==> src/rtl/instr_sequencer.sv <==
// Instruction sequencer: fetches one word at a time, delivers it to decode through a valid/ready hold stage.
// A fetch issues one cycle after leaving IDLE; back-to-back issue is bubble-free; decode backpressure holds HOLD.
module instr_sequencer #(
  parameter logic [31:0] RESET_PC = 32'h0000_0000,
  parameter logic [7:0]  TIMEOUT  = 8'd255
) (
  input  logic        clk,
  input  logic        reset,
  input  logic        i_stall,
  input  logic        i_branch_valid,
  input  logic [31:0] i_branch_target,
  output logic        o_fetch_enable,
  output logic [31:0] o_fetch_pc,
  input  logic [31:0] i_fetch_instruction,
  input  logic        i_fetch_completed,
  output logic [31:0] o_instr,
  output logic [31:0] o_instr_pc,
  output logic        o_instr_valid,
  input  logic        i_instr_ready,
  output logic        o_fault
);

  typedef enum logic [2:0] {
    S_IDLE,
    S_REQUEST,
    S_WAIT,
    S_HOLD,
    S_FAULT
  } state_t;

  state_t      state, state_nx;
  logic [31:0] pc, pc_nx;
  logic [31:0] req_pc, req_pc_nx;
  logic [31:0] instr_nx, instr_pc_nx;
  logic        valid_nx, fault_nx;
  logic        flush, flush_nx;
  logic [7:0]  cnt, cnt_nx, cnt_inc;
  logic [31:0] tgt;

  assign tgt        = i_branch_target & 32'hFFFF_FFFC;
  assign cnt_inc    = cnt + 8'd1;
  assign o_fetch_pc = req_pc;

  always_ff @(posedge clk or negedge reset) begin
    if (!reset) begin
      state         <= S_IDLE;
      pc            <= RESET_PC;
      req_pc        <= RESET_PC;
      flush         <= 1'b0;
      cnt           <= 8'd0;
      o_instr       <= 32'd0;
      o_instr_pc    <= 32'd0;
      o_instr_valid <= 1'b0;
      o_fault       <= 1'b0;
    end else begin
      state         <= state_nx;
      pc            <= pc_nx;
      req_pc        <= req_pc_nx;
      flush         <= flush_nx;
      cnt           <= cnt_nx;
      o_instr       <= instr_nx;
      o_instr_pc    <= instr_pc_nx;
      o_instr_valid <= valid_nx;
      o_fault       <= fault_nx;
    end
  end

  always_comb begin
    state_nx       = state;
    pc_nx          = pc;
    req_pc_nx      = req_pc;
    flush_nx       = flush;
    cnt_nx         = cnt;
    instr_nx       = o_instr;
    instr_pc_nx    = o_instr_pc;
    valid_nx       = o_instr_valid;
    fault_nx       = o_fault;
    o_fetch_enable = 1'b0;

    case (state)
      S_IDLE: begin
        if (i_branch_valid) pc_nx = tgt;
        // A redirect arriving with the issue decision fetches the target directly.
        if (!i_stall) begin
          req_pc_nx = i_branch_valid ? tgt : pc;
          state_nx  = S_REQUEST;
        end
      end

      S_REQUEST: begin
        o_fetch_enable = 1'b1;
        cnt_nx         = 8'd0;
        state_nx       = S_WAIT;
        if (i_branch_valid) begin
          pc_nx    = tgt;
          flush_nx = 1'b1;
        end
      end

      S_WAIT: begin
        if (i_fetch_completed) begin
          if (i_branch_valid || flush) begin
            if (i_branch_valid) pc_nx = tgt;
            flush_nx = 1'b0;
            state_nx = S_IDLE;
          end else begin
            instr_nx    = i_fetch_instruction;
            instr_pc_nx = req_pc;
            valid_nx    = 1'b1;
            pc_nx       = req_pc + 32'd4;
            state_nx    = S_HOLD;
          end
        end else begin
          if (i_branch_valid) begin
            pc_nx    = tgt;
            flush_nx = 1'b1;
          end
          cnt_nx = cnt_inc;
          // Fault parks every other output at its reset value.
          if (cnt_inc == TIMEOUT) begin
            fault_nx    = 1'b1;
            flush_nx    = 1'b0;
            req_pc_nx   = RESET_PC;
            instr_nx    = 32'd0;
            instr_pc_nx = 32'd0;
            state_nx    = S_FAULT;
          end
        end
      end

      S_HOLD: begin
        if (i_branch_valid) begin
          pc_nx    = tgt;
          valid_nx = 1'b0;
          state_nx = S_IDLE;
        end else if (i_instr_ready) begin
          valid_nx = 1'b0;
          if (!i_stall) begin
            req_pc_nx = pc;
            state_nx  = S_REQUEST;
          end else begin
            state_nx = S_IDLE;
          end
        end
      end

      S_FAULT: begin
        state_nx = S_FAULT;
      end

      default: begin
        state_nx = S_IDLE;
      end
    endcase
  end

endmodule

==> config.mk <==
export PLATFORM = sky130hd
export DESIGN_NAME = instr_sequencer
export DESIGN_NICKNAME = d
export VERILOG_FILES = /design/src/rtl/instr_sequencer.sv
export SDC_FILE = /design/constraint.sdc
export NUM_CORES = 1
export LEC_CHECK = 0
export BUFFER_PORTS_ARGS = -buffer_cell sky130_fd_sc_hd__buf_2
export CORE_MARGIN = 3
export CORE_UTILIZATION = 45
export DETAILED_ROUTE_END_ITERATION = 8
export HOLD_SLACK_MARGIN = 0.1
export PLACE_DENSITY = 0.74
export SLEW_MARGIN = 10
export SYNTH_ARGS = -nofsm -noshare
export SYNTH_HDL_FRONTEND = slang
export SYNTH_SLANG_ARGS = --single-unit
==> constraint.sdc <==
create_clock -name clk -period 2.1 [get_ports clk]
set_clock_uncertainty 0.1 [all_clocks]
set_input_delay 0.315 -clock clk [delete_from_list [all_inputs] [get_ports clk]]
set_output_delay 0.315 -clock clk [all_outputs]
set_load 0.1 [all_outputs]
### Word-level counts from Yosys, hierarchy flattened

Cells that the tools add are included.

| storage, ports and cells | value |
|---|---|
| register bits after elaboration | 142 |
| bits in latches | 0 |
| RAM bits | 0 |
| memory bits (read-only) | 0 |
| bits of input ports | 70 |
| logic and storage cells | 80 |
| memories | 0 |

| cells by class | value |
|---|---|
| add/subtract/negate cells | 2 |
| $mul | 0 |
| div/mod/pow operators | 0 |
| magnitude comparators | 0 |
| equality and inequality tests | 17 |
| shifts and indexed selects | 0 |
| mux-type cells | 36 |
| bitwise logic cells | 1 |
| reductions and logical operators | 15 |

Operators with widths:

| operator | number |
|---|---|
| two-way mux 32 bit | 13 |
| case mux 32 bit (3 select lines) | 1 |
| case mux 32 bit (2 select lines) | 1 |
| adder 32 x 3 -> 32 bit, second input constant | 1 |
| != test 2 bit, second input constant | 9 |
| case mux 8 bit (2 select lines) | 1 |
| two-way mux 3 bit | 5 |
| case mux 3 bit (5 select lines) | 1 |
| two-way mux 1 bit | 10 |
| != test 3 bit, second input constant | 3 |
| AND reduction 3 bit | 3 |
| adder 8 x 1 -> 8 bit, second input constant | 1 |
| equality test 8 bit, second input constant | 1 |
| two-way mux 8 bit | 1 |
| nonzero test 2 bit | 4 |
| AND reduction 7 bit | 1 |
| equality test 3 x 2 -> 1 bit, second input constant | 2 |
| case mux 1 bit (2 select lines) | 2 |
| AND reduction 2 bit | 2 |
| AND reduction 4 bit | 1 |
| equality test 3 x 1 -> 1 bit, second input constant | 1 |
| equality test 3 bit, second input constant | 1 |
| logical NOT 3 bit | 1 |
| nonzero test 3 bit | 1 |
| 4 further kinds | 4 |

### Depth between registers and ports, before layout

| logic depth | value |
|---|---|
| depth in word-level cells | 5 |
| depth in mapped cells | 9 |
| depth with buffers taken out | 7 |

### Least setup slack after synthesis

No wires, ideal clock.

| timing | value |
|---|---|
| path kind | flip-flop to flip-flop |
| start point | register state[0] |
| end point | register cnt[5] |
| arrival | 3412 ps |
| data required time | 1869 ps |
| slack | -1543 ps |
| stages on the path, launching flop included | 7 |
| buffers on the path | 1 |
| period minus slack after synthesis | 3643 ps |
| path through | dfrtp_1 > clkbuf_1 > inv_1 > nor3_1 > nor2_1 > o21ai_0 > o41ai_1 |

| on the way | value |
|---|---|
| longest elaborated chain between the ends | 3 |
| elaborated cells between the ends (all ways) | 6 |
| those cells by class | 3 x eq/ne; 1 x mux; 2 x reduce/logical |

Ends and longest elaborated chain:

| what | line | text |
|---|---|---|
| from (decl) | 31 | `state_t state, state_nx;` |
| from (signal assigned) | 56 | `state <= state_nx;` |
| equality test 3 x 2 -> 1 bit or equality test 3 x 1 -> 1 bit (tied branches) | 80 | `case (state)` |
| != test 2 bit (no line) or nonzero test 2 bit (tied branches) | n/a |  |
| AND reduction 2 bit (no line) | n/a |  |
| to (signal assigned) | 60 | `cnt <= cnt_nx;` |
| to (decl) | 37 | `logic [7:0] cnt, cnt_nx, cnt_inc;` |

Several ways; a longest one is shown, not always the timed one.
A chain may end at the register's enable or synchronous reset.

### Worst setup path after layout

| timing | value |
|---|---|
| start point | register cnt[0] |
| end point | register o_instr_pc[20] |

| on the way | value |
|---|---|
| longest elaborated chain between the ends | 4 |

Ends and longest elaborated chain:

| what | line | text |
|---|---|---|
| adder 8 x 1 -> 8 bit | 41 | `assign cnt_inc = cnt + 8'd1;` |
| equality test 8 bit | 120 | `if (cnt_inc == TIMEOUT) begin` |
| nonzero test 2 bit (no line) | n/a |  |
| AND reduction 3 bit (no line) | n/a |  |
| to (signal assigned) | 62 | `o_instr_pc <= instr_pc_nx;` |
| to (decl) | 17 | `output logic [31:0] o_instr_pc,` |

No other way between the ends.

==> summary.md <==
| Metric | Value |
|---|---|
| TritonCTS Buffers | `17` |
| Area Overhead vs Synth | `40.9%` |
| Yosys warning total | `0` |
| WL final | `26500 µm` |
| Worst Hold Class | `in -> reg` |
| Slack of the critical path | `-63.5 ps` |
| Area share of the largest cell type after synthesis | `46.8%` |
| Remaining antenna violation count | `0` |
| Seq/Total Area, Yosys | `46.8%` |
| Crit path max fanout | `5` |
| Chip Height | `136 µm` |
| Initial antenna violation count | `1` |
| Hold path startpoint | `i_branch_target[2]` |
| First-pass GRT wire length | `38100 µm` |
| Crit end category | `flop` |
| CP arrival | `2370 ps` |
| Primary FF master, synth | `dfrtp_1` |
| Initial Util | `46.9%` |
| Vias in the first global route | `7305` |
| Mapped Cells | `888` |
| Total global-route track usage | `26.0%` |
| Slew HR | `57.2%` |
| Drt wl/cell | `19.7 µm` |
| Remaining routing DRC violations | `0` |
| CTS tree | `built` |
| Initial DRC count | `752` |
| Async set or reset register ratio after synthesis | `100%` |
| Tmin final | `2160 ps` |
| Period utilization | `103%` |
| Ratio of cells with drive above 1 in the final layout | `33.9%` |
| Ports | `169` |
| Core area | `16200 µm²` |
| Vias per cell | `5.95` |
| Cell taking the most area after synthesis | `dfrtp_1` |
| RSZ-0062 raised after global routing | `true` |
| Max-slew violations | `0` |
| Routed vias | `8015` |
| WHS Path Cells | `3` |
| Fin cells | `1348` |
| Clock transition at path regs | `60 ps` |
| Placer Congestion | `0.861` |
| Total gr overflow | `0` |
| Yosys reg bits | `142` |
| FF-to-FF setup slack | `-60 ps` |
| Fmax | `462 MHz` |
| Syn_area_per_cell | `8.54 µm²` |
| Req. time, crit path | `2300 ps` |
| WS Path Type | `reg -> reg` |
| Outcome | `finished with violations` |
| Final setup fails | `25` |
| MaxCap Viol Count | `0` |
| Worst reg-to-reg path cell count | `9` |
| Top-count cell post-synth | `nand2_1` |
| Commonest cells in the synthesized netlist | `242 x nand2_1, 142 x dfrtp_1, 92 x o21ai_0, 63 x clkbuf_1, 37 x a22o_1` |
| Least-Margin Pin Slew | `641 ps` |
| Clk sink count | `142` |
| Syn nets | `961` |
| Largest net degree at the start of global routing | `54` |
| Mapped cell area | `7590 µm²` |
| WHS Endpoint | `pc[2]` |
| Nets | `1191` |
| Number of placement rows | `46` |
| Cells after DPL | `1261` |
| CP Launch Type | `flop` |
| Die width | `136 µm` |
| Violated checks | `setup timing` |
| Clock Tree Root | `clkbuf_16` |
| Die area | `18500 µm²` |
| CTS max path bufs | `2` |
| Reg2reg start | `cnt[0]` |
| CTS HTree Levels | `4` |
| Hold Vio Cnt, Final | `0` |
| Number of flops mapped to enable cells by yosys | `0` |
| Worst skew pair latency | `430 ps` |
| Worst flop-to-flop path endpoint | `o_instr_pc[20]` |
| TritonRoute pass-1 iters | `5` |
| Top post-synthesis cells by area | `dfrtp_1 47%, nand2_1 12%, o21ai_0 6.1%, a22o_1 4.3%, a2bb2oi_1 3.2%` |
| Worst hold slack | `122 ps` |
| Input/output buffers | `166` |
| Post-DP HPWL | `15900 µm` |
| Yosys cell types | `52` |
how the worst max path moves through the flow:
stage,from,end,slack (ps),cells past startpoint
after floorplan,o_fetch_pc[5],pc[28],-360,8
after global placement,o_fetch_pc[3],pc[28],-20,6
after detailed placement,o_fetch_pc[3],pc[28],-30,6
after CTS,o_fetch_pc[3],pc[28],-40,6
after global routing,cnt[0],o_instr_pc[20],-130,9
final,cnt[0],o_instr_pc[20],-60,9
stage by stage:
| step | setup TNS, ps | setup slack (ps) | utilization (%) | cell area, µm² |
|---|---|---|---|---|
| after floorplan | -3100 | -355 | - | 7720 |
| after global placement | -15.4 | -15.4 | 56.5 | 9140 |
| after detailed placement | -161 | -29.2 | 56.5 | 9140 |
| after CTS | -37.9 | -37.9 | 62.6 | 10100 |
| after global routing | -4830 | -127 | 66.1 | 10700 |
| final | -686 | -63.5 | 66.1 | 10700 |
placed cells by master, fill, tap and decap left out, types with 22 or more instances in the layout:
cell / netlist / routed
dlygate4sd3_1: 0 / 39
nand3_1: 33 / 31
a2bb2oi_1: 28 / 22
a21oi_1: 24 / 23
o21ai_0: 92 / 30
nand2_1: 242 / 241
buf_2: 8 / 164
clkbuf_16: 0 / 23
o21ai_2: 0 / 43
a22o_1: 37 / 37
o211ai_1: 29 / 29
buf_4: 6 / 58
dfrtp_1: 142 / 116
metal layers:
metal | vias up | share of wire [%] | track usage (%)
met5 | - | 0 | 0
met1 | 3925 | 41 | 35.0
met4 | 0 | 3.1 | 10.1
met3 | 63 | 8.0 | 5.44
li1 | 3644 | - | -
met2 | 383 | 47 | 41.3
area by class of cell:
class,count,area (µm²)
tap,216,270
fill,1247,5480
timing repair buffer,288,2150
antenna,1,2.50
multi-input combinational,655,4030
sequential,142,3610
clock inverter,7,113
inverter,14,52.6
clock buffer,25,475
worst max-delay path: stages (launching register included):
cell       delay (ps)
dfrtp_1           410
inv_1              80
ha_2              170
nand3_2            80
or3_4             360
o22ai_4           130
buf_6             140
and3_4            320
clkbuf_16         200
o22ai_2            60
cell families (layout without fill, tap and decap cells):
| group | count (synthesis) | in the layout | synth area share, % |
|---|---|---|---|
| other cells | 0 | 1 | 0 |
| mux | 4 | 4 | 0.528 |
| simple gates | 353 | 355 | 20.3 |
| buf+inv | 93 | 334 | 5.23 |
| flops | 142 | 142 | 46.8 |
| fa+ha+maj | 3 | 3 | 0.495 |
| xor+xnor | 21 | 21 | 2.42 |
| compound gates | 272 | 272 | 24.2 |
what timing repair did:
action | 4_1_cts | 5_1_grt
gates resized for setup | 2 | 137
hold endpoints to repair | 112 | 0
pin swaps | 0 | 35
gates cloned | 0 | 12
endpoints found under the setup margin | 22 | 92
hold buffers | 39 | 0
setup buffers | 0 | 3
state kept, by name, summed over array words and instances, names as in the netlist:
name	cells
o_instr	32
state	3
pc	32
cnt	8
o_instr_pc	32
o_instr_valid	1
o_fetch_pc	32
flush	1
o_fault	1
Power is not shown: default switching activity piles up to over one toggle a cycle in this logic, so the estimate is an artifact.
